**src/rtl/elevator_call_scheduler_if.sv**
```systemverilog
// Bus bundle for elevator_call_scheduler: button pulses and car status in,
// dispatch target, sweep direction and lamp masks out.
// master = car controller / button panel side, slave = the scheduler.
interface elevator_call_scheduler_if #(
    parameter int NUM_FLOORS = 7,
    parameter int FLOOR_W    = 3
);
    logic [NUM_FLOORS-1:0] car_call;
    logic [NUM_FLOORS-1:0] hall_up;
    logic [NUM_FLOORS-1:0] hall_down;
    logic [FLOOR_W-1:0]    car_floor;
    logic                  car_moving;
    logic                  service_done;
    logic [FLOOR_W-1:0]    target_floor;
    logic                  target_valid;
    logic [1:0]            sweep_dir;
    logic [NUM_FLOORS-1:0] pend_car;
    logic [NUM_FLOORS-1:0] pend_up;
    logic [NUM_FLOORS-1:0] pend_down;

    modport master (
        output car_call, hall_up, hall_down, car_floor, car_moving, service_done,
        input  target_floor, target_valid, sweep_dir, pend_car, pend_up, pend_down
    );

    modport slave (
        input  car_call, hall_up, hall_down, car_floor, car_moving, service_done,
        output target_floor, target_valid, sweep_dir, pend_car, pend_up, pend_down
    );
endinterface

```
**src/rtl/elevator_call_scheduler.sv**
```systemverilog
// elevator_call_scheduler: latches cabin/hall calls and picks the next
// target floor with a LOOK sweep (IDLE / UP / DOWN).
// Floors are numbered 1..NUM_FLOORS, floor value 0 means "none".
// Optional feature macro: PARKING_EN -- after PARK_TIMEOUT idle clocks with
// no calls the car is sent to PARK_FLOOR without setting any pend bit.
// A service_done while car_moving is set is treated as spurious and ignored.
module elevator_call_scheduler #(
    parameter int NUM_FLOORS   = 7,
    parameter int FLOOR_W      = 3
`ifdef PARKING_EN
    ,
    parameter int PARK_FLOOR   = 1,
    parameter int PARK_TIMEOUT = 5000
`endif
) (
    input  logic                      clk,
    input  logic                      reset,
    elevator_call_scheduler_if.slave  bus
);

    // State codes double as the sweep_dir encoding {up, down}.
    localparam logic [1:0] ST_IDLE = 2'b00;
    localparam logic [1:0] ST_UP   = 2'b10;
    localparam logic [1:0] ST_DOWN = 2'b01;

    // Top floor has no UP button, bottom floor has no DOWN button.
    localparam logic [NUM_FLOORS-1:0] UP_OK = {1'b0, {(NUM_FLOORS-1){1'b1}}};
    localparam logic [NUM_FLOORS-1:0] DN_OK = {{(NUM_FLOORS-1){1'b1}}, 1'b0};

    logic [NUM_FLOORS-1:0] pend_car_q, pend_car_d;
    logic [NUM_FLOORS-1:0] pend_up_q, pend_up_d;
    logic [NUM_FLOORS-1:0] pend_down_q, pend_down_d;
    logic [1:0]            state_q, state_d;
    logic [1:0]            dir_q, dir_d;
    logic [FLOOR_W-1:0]    target_q, target_d;
    logic                  target_valid_q;

    logic                  floor_ok_s;
    logic                  svc_s;
    logic [NUM_FLOORS-1:0] any_s;
    logic [NUM_FLOORS-1:0] above_s, below_s, at_s;
    logic                  beyond_up_s, beyond_dn_s, here_s;
    logic [FLOOR_W-1:0]    up_near_s, up_far_s, dn_near_s, dn_far_s;
    logic [FLOOR_W-1:0]    near_above_s, near_below_s;
    logic [FLOOR_W-1:0]    up_tgt_s, dn_tgt_s;
    logic [FLOOR_W-1:0]    dist_up_s, dist_dn_s;
    logic [NUM_FLOORS-1:0] clr_car_s, clr_up_s, clr_dn_s;

`ifdef PARKING_EN
    localparam int                 CNT_W   = $clog2(PARK_TIMEOUT + 1);
    localparam logic [FLOOR_W-1:0] PARK_FL = FLOOR_W'(PARK_FLOOR);
    logic             park_q, park_d;
    logic [CNT_W-1:0] park_cnt_q, park_cnt_d;
    logic             press_s;
    logic [1:0]       park_dir_s;
`endif

    assign floor_ok_s = (bus.car_floor >= FLOOR_W'(1)) && (bus.car_floor <= FLOOR_W'(NUM_FLOORS));
    assign svc_s      = bus.service_done && !bus.car_moving && floor_ok_s;
    assign any_s      = pend_car_q | pend_up_q | pend_down_q;

    // Position masks relative to the current car floor.
    always_comb begin
        above_s = '0;
        below_s = '0;
        at_s    = '0;
        for (int i = 0; i < NUM_FLOORS; i++) begin
            above_s[i] = (FLOOR_W'(i + 1) >  bus.car_floor);
            below_s[i] = (FLOOR_W'(i + 1) <  bus.car_floor);
            at_s[i]    = (FLOOR_W'(i + 1) == bus.car_floor);
        end
    end

    assign beyond_up_s = |(any_s & above_s);
    assign beyond_dn_s = |(any_s & below_s);
    assign here_s      = |(any_s & at_s);

    // Candidate searches; downward loops keep the lowest hit, upward loops the highest.
    always_comb begin
        up_near_s    = '0;
        up_far_s     = '0;
        dn_near_s    = '0;
        dn_far_s     = '0;
        near_above_s = '0;
        near_below_s = '0;
        for (int i = NUM_FLOORS - 1; i >= 0; i--) begin
            up_near_s    = (above_s[i] && (pend_car_q[i] || pend_up_q[i])) ? FLOOR_W'(i + 1) : up_near_s;
            near_above_s = (above_s[i] && any_s[i]) ? FLOOR_W'(i + 1) : near_above_s;
            dn_far_s     = (below_s[i] && pend_up_q[i]) ? FLOOR_W'(i + 1) : dn_far_s;
        end
        for (int i = 0; i < NUM_FLOORS; i++) begin
            up_far_s     = (above_s[i] && pend_down_q[i]) ? FLOOR_W'(i + 1) : up_far_s;
            dn_near_s    = (below_s[i] && (pend_car_q[i] || pend_down_q[i])) ? FLOOR_W'(i + 1) : dn_near_s;
            near_below_s = (below_s[i] && any_s[i]) ? FLOOR_W'(i + 1) : near_below_s;
        end
    end

    assign up_tgt_s  = (up_near_s != '0) ? up_near_s : up_far_s;
    assign dn_tgt_s  = (dn_near_s != '0) ? dn_near_s : dn_far_s;
    assign dist_up_s = near_above_s - bus.car_floor;
    assign dist_dn_s = bus.car_floor - near_below_s;

    // Call clearing at the serviced floor; opposite-direction hall call clears at the sweep end.
    always_comb begin
        clr_car_s = svc_s ? at_s : '0;
        clr_up_s  = '0;
        clr_dn_s  = '0;
        if (svc_s) begin
            case (state_q)
                ST_UP: begin
                    clr_up_s = at_s;
                    clr_dn_s = beyond_up_s ? '0 : at_s;
                end
                ST_DOWN: begin
                    clr_dn_s = at_s;
                    clr_up_s = beyond_dn_s ? '0 : at_s;
                end
                default: begin
                    clr_up_s = at_s;
                    clr_dn_s = at_s;
                end
            endcase
        end else begin
            clr_up_s = '0;
            clr_dn_s = '0;
        end
    end

    // Latch new presses; a clear on the same bit in the same cycle wins.
    always_comb begin
        pend_car_d  = (pend_car_q  | bus.car_call)            & ~clr_car_s;
        pend_up_d   = (pend_up_q   | (bus.hall_up   & UP_OK)) & ~clr_up_s;
        pend_down_d = (pend_down_q | (bus.hall_down & DN_OK)) & ~clr_dn_s;
    end

`ifdef PARKING_EN
    assign press_s    = (|bus.car_call) || (|(bus.hall_up & UP_OK)) || (|(bus.hall_down & DN_OK));
    assign park_dir_s = (PARK_FL > bus.car_floor) ? ST_UP :
                        ((PARK_FL < bus.car_floor) ? ST_DOWN : ST_IDLE);

    // Idle counter: runs only while IDLE with nothing pending and nothing pressed.
    always_comb begin
        if ((state_q == ST_IDLE) && !(|any_s) && !press_s) begin
            park_cnt_d = (park_cnt_q == CNT_W'(PARK_TIMEOUT)) ? park_cnt_q : park_cnt_q + CNT_W'(1);
        end else begin
            park_cnt_d = '0;
        end
    end
`endif

    // LOOK sweep: next state, target and direction; a reversal holds the old target one cycle.
    always_comb begin
        state_d = state_q;
        target_d = target_q;
        dir_d = dir_q;
        if (floor_ok_s) begin
            case (state_q)
                ST_IDLE: begin
                    if (here_s) begin
                        target_d = bus.car_floor;
                        dir_d    = ST_IDLE;
                    end else if ((near_above_s != '0) && ((near_below_s == '0) || (dist_up_s <= dist_dn_s))) begin
                        state_d  = ST_UP;
                        dir_d    = ST_UP;
                        target_d = up_tgt_s;
                    end else if (near_below_s != '0) begin
                        state_d  = ST_DOWN;
                        dir_d    = ST_DOWN;
                        target_d = dn_tgt_s;
                    end else begin
                        target_d = '0;
                        dir_d    = ST_IDLE;
                    end
                end
                ST_UP: begin
                    if (up_tgt_s != '0) begin
                        target_d = up_tgt_s;
                    end else if (beyond_dn_s) begin
                        state_d = ST_DOWN;
                        dir_d   = ST_DOWN;
                    end else begin
                        state_d  = ST_IDLE;
                        dir_d    = ST_IDLE;
                        target_d = here_s ? bus.car_floor : '0;
                    end
                end
                ST_DOWN: begin
                    if (dn_tgt_s != '0) begin
                        target_d = dn_tgt_s;
                    end else if (beyond_up_s) begin
                        state_d = ST_UP;
                        dir_d   = ST_UP;
                    end else begin
                        state_d  = ST_IDLE;
                        dir_d    = ST_IDLE;
                        target_d = here_s ? bus.car_floor : '0;
                    end
                end
                default: begin
                    state_d  = ST_IDLE;
                    dir_d    = ST_IDLE;
                    target_d = '0;
                end
            endcase
        end else begin
            state_d  = state_q;
            target_d = target_q;
            dir_d    = dir_q;
        end
`ifdef PARKING_EN
        park_d = floor_ok_s ? 1'b0 : park_q;
        if (floor_ok_s && (state_q == ST_IDLE) && !(|any_s)) begin
            if (park_q && !(svc_s && (bus.car_floor == PARK_FL))) begin
                park_d   = 1'b1;
                target_d = PARK_FL;
                dir_d    = park_dir_s;
            end else if (!park_q && (park_cnt_q == CNT_W'(PARK_TIMEOUT)) && (bus.car_floor != PARK_FL)) begin
                park_d   = 1'b1;
                target_d = PARK_FL;
                dir_d    = park_dir_s;
            end else begin
                park_d = 1'b0;
            end
        end else begin
            park_d = floor_ok_s ? 1'b0 : park_q;
        end
`endif
    end

    // State and output registers with synchronous reset.
    always_ff @(posedge clk) begin
        if (reset) begin
            pend_car_q     <= '0;
            pend_up_q      <= '0;
            pend_down_q    <= '0;
            state_q        <= ST_IDLE;
            dir_q          <= ST_IDLE;
            target_q       <= '0;
            target_valid_q <= 1'b0;
        end else begin
            pend_car_q     <= pend_car_d;
            pend_up_q      <= pend_up_d;
            pend_down_q    <= pend_down_d;
            state_q        <= state_d;
            dir_q          <= dir_d;
            target_q       <= target_d;
            target_valid_q <= (target_d != '0);
        end
    end

`ifdef PARKING_EN
    // Parking counter and parking-active flag.
    always_ff @(posedge clk) begin
        if (reset) begin
            park_cnt_q <= '0;
            park_q     <= 1'b0;
        end else begin
            park_cnt_q <= park_cnt_d;
            park_q     <= park_d;
        end
    end
`endif

    assign bus.target_floor = target_q;
    assign bus.target_valid = target_valid_q;
    assign bus.sweep_dir    = dir_q;
    assign bus.pend_car     = pend_car_q;
    assign bus.pend_up      = pend_up_q;
    assign bus.pend_down    = pend_down_q;

endmodule
```
**src/flat_wrapper.sv**
```systemverilog
// flat-port wrapper written by rule: the top's interface ports become plain ports
module elevator_call_scheduler_flat 
#(
    parameter int NUM_FLOORS   = 7,
    parameter int FLOOR_W      = 3

)
  (clk, reset, bus_car_call, bus_hall_up, bus_hall_down, bus_car_floor, bus_car_moving, bus_service_done, bus_target_floor, bus_target_valid, bus_sweep_dir, bus_pend_car, bus_pend_up, bus_pend_down);
  elevator_call_scheduler_if #(.NUM_FLOORS(NUM_FLOORS), .FLOOR_W(FLOOR_W)) bus_i ();
  input  logic clk;
  input  logic reset;
  input wire logic [$bits(bus_i.car_call)-1:0] bus_car_call;
  input wire logic [$bits(bus_i.hall_up)-1:0] bus_hall_up;
  input wire logic [$bits(bus_i.hall_down)-1:0] bus_hall_down;
  input wire logic [$bits(bus_i.car_floor)-1:0] bus_car_floor;
  input wire logic [$bits(bus_i.car_moving)-1:0] bus_car_moving;
  input wire logic [$bits(bus_i.service_done)-1:0] bus_service_done;
  output wire logic [$bits(bus_i.target_floor)-1:0] bus_target_floor;
  output wire logic [$bits(bus_i.target_valid)-1:0] bus_target_valid;
  output wire logic [$bits(bus_i.sweep_dir)-1:0] bus_sweep_dir;
  output wire logic [$bits(bus_i.pend_car)-1:0] bus_pend_car;
  output wire logic [$bits(bus_i.pend_up)-1:0] bus_pend_up;
  output wire logic [$bits(bus_i.pend_down)-1:0] bus_pend_down;
  assign bus_i.car_call = bus_car_call;
  assign bus_i.hall_up = bus_hall_up;
  assign bus_i.hall_down = bus_hall_down;
  assign bus_i.car_floor = bus_car_floor;
  assign bus_i.car_moving = bus_car_moving;
  assign bus_i.service_done = bus_service_done;
  assign bus_target_floor = bus_i.target_floor;
  assign bus_target_valid = bus_i.target_valid;
  assign bus_sweep_dir = bus_i.sweep_dir;
  assign bus_pend_car = bus_i.pend_car;
  assign bus_pend_up = bus_i.pend_up;
  assign bus_pend_down = bus_i.pend_down;
  elevator_call_scheduler #(.NUM_FLOORS(NUM_FLOORS), .FLOOR_W(FLOOR_W)) u_core (.clk(clk), .reset(reset), .bus(bus_i));
endmodule
```
**config.mk**
```make
export PLATFORM = sky130hd
export DESIGN_NAME = elevator_call_scheduler_flat
export DESIGN_NICKNAME = d
export VERILOG_FILES = /design/src/rtl/elevator_call_scheduler_if.sv /design/src/rtl/elevator_call_scheduler.sv /design/src/flat_wrapper.sv
export SDC_FILE = /design/constraint.sdc
export NUM_CORES = 1
export LEC_CHECK = 0
export BUFFER_PORTS_ARGS = -buffer_cell sky130_fd_sc_hd__buf_2
export CAP_MARGIN = 20
export CORE_MARGIN = 2
export CORE_UTILIZATION = 49
export CTS_BUF_LIST = sky130_fd_sc_hd__clkbuf_16
export DETAILED_ROUTE_END_ITERATION = 8
export HOLD_SLACK_MARGIN = 0.15
export PLACE_DENSITY = 0.84
export SLEW_MARGIN = 30
export SYNTH_ARGS = -nofsm -noshare
export SYNTH_HDL_FRONTEND = slang
export SYNTH_SLANG_ARGS = --single-unit
```
**constraint.sdc**
```tcl
create_clock -name clk -period 3.6 [get_ports clk]
set_input_delay 0.18 -clock clk [delete_from_list [all_inputs] [get_ports clk]]
set_output_delay 0.18 -clock clk [all_outputs]
set_load 0.02 [all_outputs]
```
==> metrics.md, run 1 <==
| Metric | Value |
|---|---|
| Maxcap violations | 0 |
| Post-layout util | 0.700 |
| Setup ws final | -0.0244 ns |
| # setup viols final | 1 |
| Worst vdd ir | ~0.4 mV |
| Setup TNS | -0.0244 ns |
| Skew final | between 0.002 and 0.003 ns |
| Synthesis-to-layout area growth | 37.6% |
| Finished Cell Area | approximately 3300 sq um |
| Clock root buffer master | clkbuf_16 |
| Most common cell after layout, fill and taps aside | buf_2 |
| Die width | ~74 microns |
| Final WL | 7.95 mm |
| TritonCTS clock tree | built |
| Unique masters post-synth | just under 70 |
| Clock-pin slew on the worst setup and hold paths | about 0.05 ns |
| CTS Buf Count | 5 |
| Most frequent CP cell | a21oi_1 |
| Critical Path AT | about 3.8 ns |
| Dpl cells | between 400 and 500 |
| Share of post-route cells with drive strength above 1 | 0.310 |
| Antenna diodes | 0 |
| Average vias per placed instance | 6.19 |
| Place WS | -0.135 ns |
| RSZ-0062 raised after global routing | yes |
| First-pass GRT wire length | ~13 mm |
| Final Net Count | 457 |
| Fin crit period | around 3.6 ns |
| Core area | 4720 sq um |
| EDFF count, synth | 0 |
| ANT nets after route | 0 |
| GRT Residual Overflow | 0 |
| Slew Viols, Final | 0 |
| Longest Clk Path Bufs | 2 |
| Drt wl/cell | roughly 16 microns |
| Worst Setup End Kind | flip-flop |
| Largest net degree at the start of global routing | 27 |
| R2r setup slk | -0.02 ns |
| Synth warn | 0 |
| Buffers on Ports | 52 |
| Cell count after synthesis | 327 |
| Critical path peak fanout | 4 |
| Fmax | approximately 280 MHz |
| Total track usage | 0.295 |
| Ys async rst share | 0 |
| Die area | roughly 5500 sq um |
| Mapped Avg Cell Area | between 7 and 8 sq um |
| WP data required | 3.75 ns |
| Net Count, Synth | 362 |
| Max_slew headroom | 0.564 |
| Sequential share of the synthesized area | 0.242 |
| Netlist Area Pre-Place | approximately 2400 sq um |
| Via count | roughly 3000 |
| Tightest Pin Transition | approximately 0.65 ns |
| DRC viols | 0 |
| Status | finished with violations |
| Failing checks | setup timing |
| Register Area | approximately 580 sq um |
| Most frequent cells in the layout | buf_2, nor2_1, buf_4 |
| Critical path class | flip-flop to flip-flop |
| Die Y | ~74 microns |
| Post-Layout Cell Count | ~500 |
| Worst min path class | input port to flip-flop |
| Leakage | 1.47 nW |
| Fillers | 350 |
| Initial antenna violation count | 0 |
| CP Launch Type | flip-flop |
| H-Tree Level Count | 2 |
| Final hold vios | 0 |
| Cell row count | 25 |
| Synth Register Bits | 29 |
| Clock Latency Late Sink | 0.28 ns |
| HPWL Detailed | between 5 and 6 mm |
| Boundary Pins | 55 |
| Period utilization | 1.01 |
| Post-Place Cell Area | roughly 3000 sq um |
| CP max stage delay | 0.45 ns |
| Crit path max-delay cell type | fa_2 |
| Initial DRC count | 320 |
| CTS Sinks | 29 |
| 1st-pass router iterations | 5 |
| Multi-input combinational cell area | approximately 1800 sq um |
| Initial Utilization | 0.509 |
| Top_reg_cell synth | dfxtp_1 |
| CP Cell Sequence | nor3_1 -> a21oi_1 -> o21ai_0 -> o2111ai_1 -> o21ai_1 -> a21oi_1 -> ha_1 -> inv_1 -> fa_2 -> ha_4 -> nor2b_4 -> o21ai_2 -> buf_4 -> a32oi_2 -> a21oi_1 -> o221ai_1 -> a211oi_1 -> o21ba_2 -> o211ai_1 |
| Vias in the first global route | 2753 |
| Power Density | around 540 nW/um^2 |
| Final Wtd Congestion | approximately 1.0 |
==> layer usage <==
metal	part of all wire	track usage
met5	0	0
met4	0.018	0.0970
met3	0.082	0.0461
met2	0.48	0.503
met1	0.42	0.381
==> power breakdown <==
| group | total [mW] | internal [mW] | switching [mW] |
|---|---|---|---|
| Sequential | 0.454 | 0.382 | 0.0723 |
| Clock | 0.463 | 0.321 | 0.142 |
| Combinational | 0.874 | 0.378 | 0.496 |
==> cell type report <==
class | instances | area share
multi-input cells | 268 | 0.530
repair buffers | 104 | 0.203
flip-flops and latches | 29 | 0.176
clock buffers | 5 | 0.0378
well taps | 67 | 0.0253
inverters | 14 | 0.0159
clock inverters | 3 | 0.0113
==> cell usage after synthesis, drive strengths merged, types with 3 or more instances <==
cell type / instances / share of area
o22ai: 3 / 0.0078
o21bai: 5 / 0.020
nand3b: 3 / 0.015
dfxtp: 29 / 0.24
nand2: 26 / 0.047
nor3: 23 / 0.053
nor2: 50 / 0.078
nand2b: 5 / 0.013
a31oi: 6 / 0.016
buf: 10 / 0.024
o32ai: 5 / 0.018
o31ai: 3 / 0.0094
o211ai: 6 / 0.019
ha: 5 / 0.026
a21oi: 26 / 0.054
nand3: 8 / 0.022
a21o: 3 / 0.0094
o21a: 6 / 0.019
xnor2: 3 / 0.011
mux2i: 3 / 0.012
clkbuf: 6 / 0.0099
inv: 14 / 0.022
a211oi: 15 / 0.047
o21ai: 21 / 0.044
nor2b: 5 / 0.013
==> worst max-delay path: cells and delay by family (launching register included) <==
kind | cells | cell delay (ns)
AOI/OAI and AO/OA | 12 | 1.60
adders and majority gates | 3 | 0.91
and+or+nand+nor | 2 | 0.46
DFF | 1 | 0.33
buffers and inverters | 2 | 0.20
==> cells by family (layout without fill, tap and decap cells) <==
logic type                 Yosys count  in the layout  share of synthesized area
adders and majority gates            7              7                     0.0427
xor gates and xnor gates             4              4                     0.0146
DFF                                 29             29                      0.242
AOI/OAI and AO/OA                  118            118                      0.337
muxes                                4              4                     0.0172
buffers and inverters               30            126                     0.0557
and+or+nand+nor                    135            135                      0.291
==> registers in the layout (all words and copies together), names as in the netlist <==
| name | count |
|---|---|
| u_core.bus.pend_car | 7 |
| u_core.bus.pend_down | 7 |
| u_core.bus.pend_up | 7 |
| u_core.bus.target_floor | 3 |
| u_core.bus.sweep_dir | 2 |
| u_core.state_q | 2 |
| u_core.bus.target_valid | 1 |
==> worst paths after layout <==
check	cells past startpoint	from	to
worst max-delay path	19	u_core.bus.pend_up[5]	u_core.bus.target_valid
worst min-delay path	3	bus_car_call[1]	u_core.bus.pend_car[1]
worst max register to register	19	u_core.bus.pend_up[5]	u_core.bus.target_valid
worst min register to register	2	u_core.bus.sweep_dir[1]	u_core.bus.sweep_dir[1]
==> stage by stage <==
stage                     hold slack (ns)  power [mW]
final                               0.175        1.79
after global routing                0.199        1.90
after CTS                           0.179        1.73
after detailed placement            0.382        1.24
after global placement              0.377        1.21
after floorplan                     0.290       0.987
==> repair_timing <==
item,in CTS,in global routing
hold buffers,4,0
endpoints found under the hold margin,4,0
pin swaps,12,2
setup endpoints to repair,7,7
gates resized for setup,9,6
buffers inserted,0,1
(Power assumes the default switching activity.)
==> inputs of run 2 (changes only) <==
Settings changed: BUFFER_PORTS_ARGS -buffer_cell sky130_fd_sc_hd__buf_2 to unset, CORE_UTILIZATION 49 to 58, DONT_BUFFER_PORTS set to 1, GPL_TIMING_DRIVEN set to 0.
==> run 2 against run 1 <==
Compared with the run above: the flow still finishes with violations (setup timing); final cell count fell by 16%; first-iteration DRC count fell by 0.94%; maximum frequency barely moved; clock power rose by 6.3%; sequential power rose by 15%; total power fell by 0.59%; critical path depth fell by 3; worst hold slack improved by 0.097 ns; sequential share of layout area rose by 2.4 points; setup slack improved by 0.0017 ns; clock skew rose by 0.0019 ns; critical path type unchanged; largest power group unchanged.
==> metrics.md, run 2 (synthesized netlist as in run 1, its figures left out) <==
| Metric | Value |
|---|---|
| Status | finished with violations |
| Failing checks | setup timing |
| R2R depth | 16 |
| CP Launch Type | flip-flop |
| Setup TNS | -0.0526 ns |
| Clock Latency Late Sink | ~0.28 ns |
| HPWL Detailed | 5.48 mm |
| Worst min path class | input port to flip-flop |
| Internal power | 1.04 mW |
| Initial Utilization | 0.601 |
| CTS Buf Count | 5 |
| Final Net Count | between 300 and 400 |
| Final Wtd Congestion | approximately 1 |
| Synthesis-to-layout area growth | 26.1% |
| Initial antenna violation count | 0 |
| Fmax | ~280 MHz |
| Maxcap violations | 0 |
| # setup viols final | 4 |
| Dpl cells | about 380 |
| Longest Clk Path Bufs | 2 |
| Die Y | a little under 70 microns |
| Via count | a little under 3000 |
| Drt wl/cell | a little over 20 microns |
| Die area | around 4700 sq um |
| Post-Place Cell Area | ~2500 sq um |
| Clock power frac | 0.277 |
| Total power | around 1.8 mW |
| Setup ws final | -0.0227 ns |
| First-pass GRT wire length | roughly 13 mm |
| Logic pwr share | 0.431 |
| Buffers on Ports | 0 |
| WP data required | between 3 and 4 ns |
| Largest net degree at the start of global routing | 12 |
| Average vias per placed instance | 7.00 |
| Initial DRC count | approximately 320 |
| RSZ-0062 raised after global routing | yes |
| Switching share of power | 0.416 |
| Critical Path AT | around 3.8 ns |
| H-Tree Level Count | 2 |
| Seq pwr share | 0.293 |
| Crit path max-delay cell type | fa_2 |
| CP Cell Sequence | or3_4 -> o31ai_2 -> o2111ai_2 -> o21ai_1 -> a21oi_1 -> ha_2 -> inv_2 -> fa_2 -> ha_4 -> nor2b_2 -> o21ai_2 -> a32o_2 -> nand2_1 -> a21oi_1 -> or4_4 -> a21oi_1 |
| Final hold vios | 0 |
| Max_slew headroom | 0.539 |
| Slew Viols, Final | 0 |
| Boundary Pins | 55 |
| Skew final | about 0.0049 ns |
| Fillers | 286 |
| Worst Setup End Kind | flip-flop |
| Tightest Pin Transition | around 0.69 ns |
| CP max stage delay | ~0.45 ns |
| CTS Sinks | 29 |
| Clock-pin slew on the worst setup and hold paths | around 0.06 ns |
| Fin crit period | around 3.6 ns |
| Critical path class | flip-flop to flip-flop |
| Share of post-route cells with drive strength above 1 | 0.204 |
| Clock root buffer master | clkbuf_16 |
| Cell row count | 23 |
| Final WL | 8.57 mm |
| R2r setup slk | -0.02 ns |
| NetSw | about 0.74 mW |
| Worst vdd ir | 0.447 mV |
| TritonCTS clock tree | built |
| Total track usage | 0.382 |
| Core area | approximately 4000 sq um |
| Hold endpoint | u_core.bus.pend_up[6] |
| Power Density | between 500 and 600 nW/um^2 |
| Die width | between 60 and 70 microns |
| Critical path peak fanout | 7 |
| Post-Layout Cell Count | 413 |
| Place WS | -0.516 ns |
| Worst r2r src | u_core.bus.pend_down[5] |
| Hold Path Depth | 2 |
| Vias in the first global route | roughly 2700 |
| Post-layout util | 0.758 |
| GRT Residual Overflow | 0 |
| ANT nets after route | 0 |
| Fin Hold WS | between 0.2 and 0.3 ns |
| Finished Cell Area | just over 3000 sq um |
| Most frequent cells in the layout | nor2_1, nand2_1, a21oi_1 |
| Most frequent CP cell | a21oi_1 |
| Antenna diodes | 0 |
| DRC viols | 0 |
| Most common cell after layout, fill and taps aside | nor2_1 |
| 1st-pass router iterations | 5 |
| Period utilization | 1.01 |
| HP Start | bus_car_moving |
| Leakage | around 1.2 nW |
| FF-to-FF End | u_core.state_q[0] |
==> run 2: power groups by stage <==
stage	combinational, mW	clock [mW]	sequential (mW)
after floorplan	0.492	0	0.495
after global placement	0.598	0	0.516
after detailed placement	0.612	0	0.517
after CTS	0.691	0.485	0.515
after global routing	0.830	0.500	0.529
final	0.767	0.492	0.521
==> run 2: per-layer routing <==
layer	part of all wire	global-route usage	vias up
met3	0.13	0.102	30
li1	-	-	1292
met1	0.38	0.506	1330
met4	0.025	0.115	0
met2	0.46	0.607	240
met5	0	0	-
==> run 2: how the worst max path moves through the flow <==
stage | endpoint | slack, ns | startpoint | cells past startpoint
3_3_place_gp | u_core.bus.target_valid | -0.49 | bus_car_floor[0] | 19
6_report | u_core.state_q[0] | -0.02 | u_core.bus.pend_down[5] | 16
5_1_grt | u_core.bus.target_valid | -0.21 | u_core.bus.pend_down[5] | 17
4_1_cts | u_core.bus.target_valid | -0.02 | u_core.bus.pend_car[6] | 18
2_1_floorplan | u_core.bus.target_valid | 0.01 | bus_car_floor[2] | 20
3_5_place_dp | u_core.bus.target_valid | -0.52 | u_core.bus.pend_up[4] | 18
==> run 2: area by class of cell <==
class                   instances  area (sq um)  share of cell area
plain buffers                  16          85.1              0.0281
clock buffers                   5           125              0.0413
clock inverters                 3          46.3              0.0153
inverters                      14          52.6              0.0173
multi-input cells             268          1800               0.594
flip-flops and latches         29           606               0.200
well taps                      50          62.6              0.0206
repair buffers                 28           254              0.0838
==> run 2: worst max-delay path, delay by kind of cell, from the launching register on <==
kind / cells / cell delay, ns
AO/OA/AOI/OAI: 8 / 1.08
AND/OR/NAND/NOR: 4 / 1.11
buffers and inverters: 1 / 0.05
flip-flops: 1 / 0.39
adder cells (fa/ha/maj): 3 / 0.91
==> run 2: what timing repair did <==
item,4_1_cts,5_1_grt
resized for setup,32,14
gates cloned,0,0
setup buffers,6,3
hold buffers,19,0
endpoints found under the hold margin,19,0
pin swaps,13,10
setup endpoints to repair,8,8
